**config.mk**
```make
export PLATFORM = sky130hd
export DESIGN_NAME = int_fp_mul_pipe
export DESIGN_NICKNAME = d
export VERILOG_FILES = /design/src/rtl/int_fp_mul_pkg.sv /design/src/rtl/fp16_mul_round.sv /design/src/rtl/int_fp_mul_pipe.sv
export SDC_FILE = /design/constraint.sdc
export NUM_CORES = 1
export LEC_CHECK = 0
export BUFFER_PORTS_ARGS = -buffer_cell sky130_fd_sc_hd__buf_2
export CELL_PAD_IN_SITES_DETAIL_PLACEMENT = 1
export CELL_PAD_IN_SITES_GLOBAL_PLACEMENT = 2
export CORE_MARGIN = 10
export CORE_UTILIZATION = 42
export CTS_CLUSTER_SIZE = 14
export DETAILED_ROUTE_END_ITERATION = 8
export GPL_TIMING_DRIVEN = 0
export PLACE_DENSITY = 0.87
export SYNTH_ARGS = -nofsm -noshare
export SYNTH_HDL_FRONTEND = slang
export SYNTH_SLANG_ARGS = --single-unit
```
**constraint.sdc**
```tcl
create_clock -name clk -period 11.5 [get_ports clk]
set_clock_uncertainty 0.15 [all_clocks]
set_input_delay 2.3 -clock clk [delete_from_list [all_inputs] [get_ports clk]]
set_output_delay 2.3 -clock clk [all_outputs]
set_load 0.1 [all_outputs]
```
**src/rtl/int_fp_mul_pkg.sv**
```systemverilog
// Shared types and constants for the INT8/FP16 pipelined multiplier.
// Covers mode encodings, FP16 constants, flag bit positions and pipeline payloads.
package int_fp_mul_pkg;

    typedef enum logic [1:0] {
        MODE_U8   = 2'b00,
        MODE_S8   = 2'b01,
        MODE_FP16 = 2'b10,
        MODE_RSVD = 2'b11
    } mode_e;

    localparam int          BIAS    = 15;
    localparam logic [15:0] QNAN    = 16'h7E00;
    localparam logic [15:0] POS_INF = 16'h7C00;

    // out_flags = {invalid, overflow, underflow, inexact}
    localparam int FLAG_INVALID   = 3;
    localparam int FLAG_OVERFLOW  = 2;
    localparam int FLAG_UNDERFLOW = 1;
    localparam int FLAG_INEXACT   = 0;

    typedef enum logic [1:0] {
        ZERO = 2'd0,
        NORM = 2'd1,
        INF  = 2'd2,
        NAN  = 2'd3
    } fp_class_e;

    // Decoded operands as held in stage 1; cls/invalid describe the FP16 result class.
    typedef struct packed {
        mode_e             mode;
        logic              sign;
        logic signed [7:0] exp;
        fp_class_e         cls;
        logic              invalid;
        logic signed [11:0] op_a;
        logic signed [11:0] op_b;
    } dec_t;

    // Payload after the shared multiplier.
    typedef struct packed {
        mode_e             mode;
        logic              sign;
        logic signed [7:0] exp;
        fp_class_e         cls;
        logic              invalid;
        logic [21:0]       prod;
    } prod_t;

endpackage

```
**src/rtl/fp16_mul_round.sv**
```systemverilog
// Normalises and rounds (nearest-even) a 22-bit FP16 significand product.
// Produces the signed result including overflow-to-inf and flush-to-zero underflow.
module fp16_mul_round
    import int_fp_mul_pkg::*;
(
    input  logic [21:0]       prod,
    input  logic signed [7:0] exp_in,
    input  logic              sign,
    output logic [15:0]       res,
    output logic [3:0]        flags
);

    logic              hi;
    logic              guard;
    logic              rnd;
    logic              sticky;
    logic              inexact;
    logic              round_up;
    logic [10:0]       kept;
    logic [11:0]       sum;
    logic [9:0]        mant;
    logic signed [7:0] exp_n;
    logic signed [7:0] exp_r;

    always_comb begin
        hi       = prod[21];
        kept     = hi ? prod[21:11] : prod[20:10];
        guard    = hi ? prod[10] : prod[9];
        rnd      = hi ? prod[9] : prod[8];
        sticky   = hi ? (|prod[8:0]) : (|prod[7:0]);
        exp_n    = hi ? (exp_in + 8'sd1) : exp_in;
        inexact  = guard | rnd | sticky;
        round_up = guard & (rnd | sticky | kept[0]);
        sum      = {1'b0, kept} + {11'd0, round_up};
        // A carry out of the significand leaves 1.000..., so the mantissa becomes zero.
        exp_r    = sum[11] ? (exp_n + 8'sd1) : exp_n;
        mant     = sum[11] ? sum[10:1] : sum[9:0];

        flags = '0;
        res   = {sign, exp_r[4:0], mant};
        if (exp_r >= 8'sd31) begin
            res                   = {sign, POS_INF[14:0]};
            flags[FLAG_OVERFLOW]  = 1'b1;
            flags[FLAG_INEXACT]   = 1'b1;
        end else if (exp_r <= 8'sd0) begin
            res                   = {sign, 15'd0};
            flags[FLAG_UNDERFLOW] = 1'b1;
            flags[FLAG_INEXACT]   = 1'b1;
        end else begin
            flags[FLAG_INEXACT]   = inexact;
        end
    end

endmodule

```
**src/rtl/int_fp_mul_pipe.sv**
```systemverilog
// Pipelined INT8 (unsigned/signed) / FP16 multiplier with valid/ready handshake.
// One shared signed 12x12 multiplier serves both integer and FP16 significand products.
module int_fp_mul_pipe
    import int_fp_mul_pkg::*;
#(
    parameter int STAGES = 2    // legal 2..4
) (
    input  logic        clk,
    input  logic        rst,
    input  logic        in_valid,
    output logic        in_ready,
    input  logic [1:0]  in_mode,
    input  logic [15:0] in_a,
    input  logic [15:0] in_b,
    output logic        out_valid,
    input  logic        out_ready,
    output logic [15:0] out_c,
    output logic [3:0]  out_flags
);

    logic        advance;
    logic [4:0]  ea, eb;
    logic [9:0]  ma, mb;
    logic        a_zero, a_inf, a_nan;
    logic        b_zero, b_inf, b_nan;
    dec_t        dec;
    dec_t        s1_reg;
    logic        s1_valid_reg;
    logic signed [21:0] mul_a, mul_b, mul_p;
    prod_t       mid_data;
    prod_t       rnd_data;
    logic        rnd_valid;
    logic [15:0] fp_res;
    logic [3:0]  fp_flags;
    logic [15:0] res_c;
    logic [3:0]  res_f;

    assign advance  = ~(out_valid & ~out_ready);
    assign in_ready = advance;

    always_comb begin
        ea     = in_a[14:10];
        eb     = in_b[14:10];
        ma     = in_a[9:0];
        mb     = in_b[9:0];
        // Subnormals have exponent zero and are flushed to signed zero here.
        a_zero = (ea == 5'd0);
        b_zero = (eb == 5'd0);
        a_inf  = (ea == 5'h1F) && (ma == 10'd0);
        b_inf  = (eb == 5'h1F) && (mb == 10'd0);
        a_nan  = (ea == 5'h1F) && (ma != 10'd0);
        b_nan  = (eb == 5'h1F) && (mb != 10'd0);

        dec         = '0;
        dec.mode    = mode_e'(in_mode);
        dec.sign    = in_a[15] ^ in_b[15];
        dec.exp     = $signed({3'b000, ea}) + $signed({3'b000, eb}) - 8'(BIAS);
        dec.cls     = NORM;
        dec.invalid = 1'b0;
        if (a_nan || b_nan) begin
            dec.cls = NAN;
        end else if ((a_inf && b_zero) || (b_inf && a_zero)) begin
            dec.cls     = NAN;
            dec.invalid = 1'b1;
        end else if (a_inf || b_inf) begin
            dec.cls = INF;
        end else if (a_zero || b_zero) begin
            dec.cls = ZERO;
        end

        case (mode_e'(in_mode))
            MODE_U8: begin
                dec.op_a = {4'b0000, in_a[7:0]};
                dec.op_b = {4'b0000, in_b[7:0]};
            end
            MODE_S8: begin
                dec.op_a = {{4{in_a[7]}}, in_a[7:0]};
                dec.op_b = {{4{in_b[7]}}, in_b[7:0]};
            end
            default: begin
                dec.op_a = {2'b01, ma};
                dec.op_b = {2'b01, mb};
            end
        endcase
    end

    always_ff @(posedge clk or posedge rst) begin
        if (rst) begin
            s1_valid_reg <= 1'b0;
            s1_reg       <= '0;
        end else if (advance) begin
            s1_valid_reg <= in_valid;
            s1_reg       <= dec;
        end
    end

    // Low 22 bits of the signed product: exact for FP16 significands, and the
    // low 16 bits are the correct INT8 product in both integer modes.
    assign mul_a = 22'(s1_reg.op_a);
    assign mul_b = 22'(s1_reg.op_b);
    assign mul_p = mul_a * mul_b;

    always_comb begin
        mid_data         = '0;
        mid_data.mode    = s1_reg.mode;
        mid_data.sign    = s1_reg.sign;
        mid_data.exp     = s1_reg.exp;
        mid_data.cls     = s1_reg.cls;
        mid_data.invalid = s1_reg.invalid;
        mid_data.prod    = mul_p;
    end

    generate
        if (STAGES > 2) begin : g_slices
            prod_t slice_data  [STAGES-2];
            logic  slice_valid [STAGES-2];

            for (genvar gi = 0; gi < STAGES - 2; gi++) begin : g_slice
                prod_t src_data;
                logic  src_valid;

                if (gi == 0) begin : g_first
                    assign src_data  = mid_data;
                    assign src_valid = s1_valid_reg;
                end else begin : g_next
                    assign src_data  = slice_data[gi-1];
                    assign src_valid = slice_valid[gi-1];
                end

                always_ff @(posedge clk or posedge rst) begin
                    if (rst) begin
                        slice_valid[gi] <= 1'b0;
                        slice_data[gi]  <= '0;
                    end else if (advance) begin
                        slice_valid[gi] <= src_valid;
                        slice_data[gi]  <= src_data;
                    end
                end
            end

            assign rnd_data  = slice_data[STAGES-3];
            assign rnd_valid = slice_valid[STAGES-3];
        end else begin : g_direct
            assign rnd_data  = mid_data;
            assign rnd_valid = s1_valid_reg;
        end
    endgenerate

    fp16_mul_round u_round (
        .prod   (rnd_data.prod),
        .exp_in (rnd_data.exp),
        .sign   (rnd_data.sign),
        .res    (fp_res),
        .flags  (fp_flags)
    );

    always_comb begin
        res_c = '0;
        res_f = '0;
        case (rnd_data.mode)
            MODE_U8, MODE_S8: res_c = rnd_data.prod[15:0];
            MODE_FP16: begin
                case (rnd_data.cls)
                    NAN: begin
                        res_c               = QNAN;
                        res_f[FLAG_INVALID] = rnd_data.invalid;
                    end
                    INF:  res_c = {rnd_data.sign, POS_INF[14:0]};
                    ZERO: res_c = {rnd_data.sign, 15'd0};
                    default: begin
                        res_c = fp_res;
                        res_f = fp_flags;
                    end
                endcase
            end
            default: res_f[FLAG_INVALID] = 1'b1;
        endcase
    end

    always_ff @(posedge clk or posedge rst) begin
        if (rst) begin
            out_valid <= 1'b0;
            out_c     <= '0;
            out_flags <= '0;
        end else if (advance) begin
            out_valid <= rnd_valid;
            out_c     <= res_c;
            out_flags <= res_f;
        end
    end

endmodule
```
# Yosys cells after proc, flatten, opt, wreduce, memory -nomap -nowiden
# Cells that the tools add are included.
[word_totals]
regBits = 60
output_inout_bits = 22
inputBits = 38
elab_cells = 85
[classes]
n_mux = 27
eq_ne = 7
addsub = 5
n_mul = 1
n_bitwise = 9
n_lt_le_gt_ge = 2
reduce_logical = 23
[ops]
columns = ["operator", "n"]
rows = [
  ["case mux 16 bit (3 select lines)", 1],
  ["case mux 24 bit (2 select lines)", 1],
  ["case mux 16 bit (2 select lines)", 1],
  ["2-to-1 mux 15 bit", 2],
  ["multiplier 12 x 12 -> 22 bit", 1],
  ["zero test 10 bit", 2],
  ["nonzero test 10 bit", 2],
  ["adder 8 x 2 -> 8 bit, second input constant", 2],
  ["2-to-1 mux 8 bit", 2],
  ["adder 11 x 1 -> 12 bit", 1],
  ["2-to-1 mux 1 bit", 12],
  ["2-to-1 mux 11 bit", 1],
  ["equality test 5 bit, second input constant", 2],
  ["zero test 5 bit", 2],
  ["2-to-1 mux 10 bit", 1],
  ["OR reduction 9 bit", 1],
  [">= comparator 8 x 6 -> 1 bit, second input constant", 1],
  ["<= comparator 8 x 1 -> 1 bit, second input constant", 1],
  ["OR reduction 8 bit", 1],
  ["subtractor 6 x 4 -> 7 bit, second input constant", 1],
  ["adder 5 x 5 -> 6 bit", 1],
  ["equality test 2 bit, second input constant", 3],
  ["logical AND 1 bit", 6],
  ["zero test 2 bit", 3],
  ["other kinds (11)", 23],
]

# Logic depth before layout (Yosys ltp)
[depth]
depth_word = 13
mapped_depth = 36
depth_no_buf = 31

# Hierarchy
# A second synthesis with hierarchy kept.
[unflattened]
hier_cells = 1113
area_unflattened_um2 = 9300.2
[by_module_without_submodules]
columns = ["module", "n_inst", "seq_area_each_um2", "area_per_inst_um2", "cells_per_inst"]
rows = [
  ["int_fp_mul_pipe", 1, 1476.4, 8020.2, 915],
  ["fp16_mul_round", 1, 0.0, 1280.0, 198],
]

# Least setup slack after synthesis
# OpenSTA, ideal clock, no wires.
[synth_path]
path_type = "reg-to-reg"
start = "register s1_reg, in the netlist mul_a[11]"
end = "register out_c[0]"
setup_time_ps = 126
path_stages_with_launch = 33
t_arrival_ps = 7591
path_slack_ps = 3633
required_time_ps = 11224
n_path_buf = 3
period_less_slack_ps = 7867
path_cell_list = "dfrtp_1 -> clkbuf_1 -> nand2_1 -> fa_1 -> inv_1 -> fa_1 -> fa_1 -> fa_1 -> inv_1 -> fa_1 -> inv_1 -> ha_1 -> and2_1 -> nand2_1 -> or4b_1 -> nand3_1 -> o211ai_2 -> nand3_4 -> clkbuf_1 -> clkbuf_1 -> nand2_1 -> nand2_1 -> ha_1 -> xnor2_1 -> xnor2_1 -> nand2_1 -> a31oi_1 -> a21oi_1 -> o31ai_1 -> a21oi_1 -> o21ai_2 -> nor3b_4 -> a221o_1"
[synth_via]
elab_chain_len = 12
word_cells_on_any_way = 19
classes_between = "add/sub: 2; mul: 1; order compare: 2; mux: 11; bitwise: 3"
[synth_rtl]
columns = ["item", "line_no", "rtl"]
rows = [
  ["start: declaration", "int_fp_mul_pipe.sv:27", "dec_t s1_reg;"],
  ["start signal: assignment", "int_fp_mul_pipe.sv:90", "s1_reg <= '0;"],
  ["start signal: assignment", "int_fp_mul_pipe.sv:93", "s1_reg <= dec;"],
  ["multiplier 12 x 12 -> 22 bit *", "int_fp_mul_pipe.sv:101", "assign mul_p = mul_a * mul_b;"],
  ["2-to-1 mux 1 bit (on tied branches)", "fp16_mul_round.sv:29, fp16_mul_round.sv:30", ""],
  ["OR 1 bit (2 in a row)", "fp16_mul_round.sv:33", "round_up = guard & (rnd | sticky | kept[0]);"],
  ["AND 1 bit", "fp16_mul_round.sv:33", ""],
  ["adder 11 x 1 -> 12 bit", "fp16_mul_round.sv:34", "sum = {1'b0, kept} + {11'd0, round_up};"],
  ["2-to-1 mux 8 bit", "fp16_mul_round.sv:36", "exp_r = sum[11] ? (exp_n + 8'sd1) : exp_n;"],
  ["<= comparator 8 x 1 -> 1 bit", "fp16_mul_round.sv:45", "end else if (exp_r <= 8'sd0) begin"],
  ["2-to-1 mux 15 bit", "fp16_mul_round.sv:45", ""],
  ["2-to-1 mux 15 bit *", "fp16_mul_round.sv:41", "if (exp_r >= 8'sd31) begin"],
  ["case mux 16 bit (3 select lines) *", "int_fp_mul_pipe.sv:163", "case (rnd_data.cls)"],
  ["case mux 16 bit (2 select lines) *", "int_fp_mul_pipe.sv:160", "case (rnd_data.mode)"],
  ["end signal: assignment", "int_fp_mul_pipe.sv:187", "out_c <= res_c;"],
  ["end: declaration", "int_fp_mul_pipe.sv:17", "output logic [15:0] out_c,"],
]
# Mark *: on every way between the ends. The rest lies on a longest branch, timed or not.
# A chain may end at the register's enable or synchronous reset.

# Worst setup path in the final report
[layout_path]
start = "register s1_reg, in the netlist mul_b[0]"
end = "register out_c[7]"
[layout_via]
elab_chain_len = 13
word_cells_on_any_way = 21
classes_between = "add/sub: 2; mul: 1; order compare: 2; mux: 11; bitwise: 3; reduce/logical: 2"
[layout_rtl]
columns = ["item", "line_no", "rtl"]
rows = [
  ["multiplier 12 x 12 -> 22 bit *", "int_fp_mul_pipe.sv:101", ""],
  ["OR reduction 9 bit / OR reduction 8 bit (equally long branches)", "fp16_mul_round.sv:30", "sticky = hi ? (|prod[8:0]) : (|prod[7:0]);"],
  ["2-to-1 mux 1 bit", "fp16_mul_round.sv:30", ""],
  ["OR 1 bit (2 in a row)", "fp16_mul_round.sv:33", ""],
  ["AND 1 bit", "fp16_mul_round.sv:33", ""],
  ["adder 11 x 1 -> 12 bit", "fp16_mul_round.sv:34", ""],
  ["2-to-1 mux 8 bit", "fp16_mul_round.sv:36", ""],
  ["<= comparator 8 x 1 -> 1 bit", "fp16_mul_round.sv:45", ""],
  ["2-to-1 mux 15 bit", "fp16_mul_round.sv:45", ""],
  ["2-to-1 mux 15 bit", "fp16_mul_round.sv:41", ""],
  ["case mux 16 bit (3 select lines)", "int_fp_mul_pipe.sv:163", ""],
  ["case mux 16 bit (2 select lines) *", "int_fp_mul_pipe.sv:160", ""],
]
# Marks and branches as above.

==> summary.txt <==
Cell variety after synth = 80
Hold Fails Final Rpt = 0
input/output buffers = 58
DR iter-0 viols = 460
period utilization = 83.3%
Syn Nets = 1,336
Highest Clock Rate = 0.104 GHz
crit path DAT = 9.66 ns
Tightest Hold Check Type = reg2reg
antenna violations before repair = 2
number of global-route vias before repair = 8,768
Layout Nets = 1,406
Yosys top cell by area = fa_1
Worst EP required = 11.58 ns
setup bufs post-CTS = 0
Setup Crit Path Kind = reg2reg
Seq/Total Area, Yosys = 15.7%
GRT busiest layer = met2
Post-synth top cells = nand2_1, inv_1, fa_1
Num CTS Buffers = 9
startpoint types = register
final worst path period need = 9.58 ns
Async S/R FF share, synth = 100%
Worst path most repeated cell = inv_1
Post-synth EDFFs = 0
Die X = 169 um
GR Layer Usage met2 = 34.0%
CTS root buffer = clkbuf_16
area of the die = 28,700 sq um
layout cells sized above 1 = 8.45%
clk sinks = 59
slowest cell delay on critical path = 0.60 ns
Final Slew Violations = 0
Primary FF master, synth = dfrtp_1
mapped cell area = 9380 sq um
CP Capture Type = register
number of diodes = 0
I/O pin total = 60
WL/cell = 19.9 um
status = finished, final reports clean
Max-Cap Viols = 0
first-pass GRT wire length = 47,800 um
GR Util met1 = 29.0%
Antenna Nets Post-Route = 0
post-cts gate resize count = 0
YS warnings = 0
Layout area overhead = 10.1%
Die Ht = 169 um
CTS tree = yes
Core ar. = 21,900 sq um
vias = 7,956
final setup fails = 0
GR Layer Usage met3 = 3.89%
final wirelength = 29,100 um
final setup TNS = 0 ns
Worst-path clk slew = 0.06 ns
Slew @ Worst Pin = 0.922 ns
Worst-Skew Late Latency = 0.35 ns
Vias per Instance = 5.43
Rows = 54
DP HPWL = 24,000 um
Hold Buf Count CTS = 0
Max Buffers Root-to-Sink = 2
All-Layer GR Usage = 21.0%
share of the synthesized area in the top cell type = 27.5%
RSZ-0062 raised after global routing = no
synthesized area per cell = 8.46 sq um
crit path max fanout = 10
Yosys reg bits = 59
Pre-antenna DRT Iters = 4
GRT overflow = 0
Final GP Congestion = 0.842
Starting Density = 42.8%
Slowest-stage cell, CP = fa_1
H-tree Lvls = 3
ranking of synthesized cells by area = fa_1, dfrtp_1, nand2_1
pin count of the biggest net entering global routing = 40
slew margin rel. = 38.1%
detailed-route DRC error count = 0
count leader, synth = nand2_1
Mapped Cells = 1,109
[worst paths after layout]
path | start | slack [ns] | cells after the start | to
setup / recovery | mul_b[0] | 1.92 | 34 | out_c[7]
hold / removal | rnd_valid | 0.31 | 2 | rnd_valid
setup reg to reg | mul_b[0] | 1.92 | 34 | out_c[7]
hold reg to reg | rnd_valid | 0.31 | 2 | rnd_valid
max in group asynchronous | rst | 8.77 | 3 | out_c[5]
min in group asynchronous | rst | 1.82 | 2 | rnd_valid
[cell families after synthesis]
family / after synthesis / share of synthesized area (%)
muxes: 5 / 0.560
DFF: 59 / 15.7
and+or+nand+nor: 395 / 19.9
xor gates and xnor gates: 50 / 4.98
adders and majority gates: 189 / 35.5
AOI/OAI and AO/OA: 170 / 13.4
buffers and inverters: 241 / 9.91
[per-layer routing]
layer	vias up	wire length, um
met3	21	1510
met2	185	13600
met4	0	324
met5	-	0
li1	3699	-
met1	4051	13700
[state kept, by name, indices dropped and copies added, names as in the netlist]
signal and flops:
mid_data 13, rnd_valid 1, mul_a 12, out_c 16
out_flags 4, mul_b 12, out_valid 1
[worst max-delay path, delay by kind of cell, from the launching register on]
| kind | cells | cell delay (ns) |
|---|---|---|
| compound gates | 7 | 1.36 |
| xor+xnor | 2 | 0.40 |
| fa+ha+maj | 7 | 3.14 |
| buf+inv | 9 | 2.14 |
| flops | 1 | 0.42 |
| simple gates | 9 | 1.82 |
[stage by stage]
stage | hold slack (ns) | std cells | worst slack, ns | cell area [sq um] | util, %
floorplan | 0.280 | 1109 | 3.63 | 9380 | -
global placement | 0.295 | 1447 | 2.17 | 10000 | 45.8
CTS | 0.317 | 1464 | 1.97 | 10300 | 47.2
finish | 0.309 | 1464 | 1.92 | 10300 | 47.2
detailed placement | 0.302 | 1448 | 2.01 | 10000 | 45.9
global route | 0.357 | 1464 | 1.21 | 10300 | 47.2
[area by class of cell]
cell class / count / area (sq um)
clock inverter: 7 / 61.3
timing repair buffer: 59 / 310
sequential: 59 / 1480
fill: 2699 / 11600
buffer: 52 / 220
inverter: 189 / 709
multi-input combinational: 809 / 6970
clock buffer: 9 / 225
tap: 280 / 350
[cells in the final DEF, fill, tap and decap left out, drive strengths merged, types with 28 or more instances in the layout]
cell	Yosys	routed
ha	60	60
inv	187	190
clkbuf	44	53
o21ai	33	33
nand2	208	208
nor2	44	44
a21oi	28	28
fa	129	129
and2	54	54
buf	8	67
xnor2	31	31
dfrtp	59	59
Power is left out: the tool's default activity adds up to more than one toggle a clock period on the data nets, which glitch-free logic cannot reach.
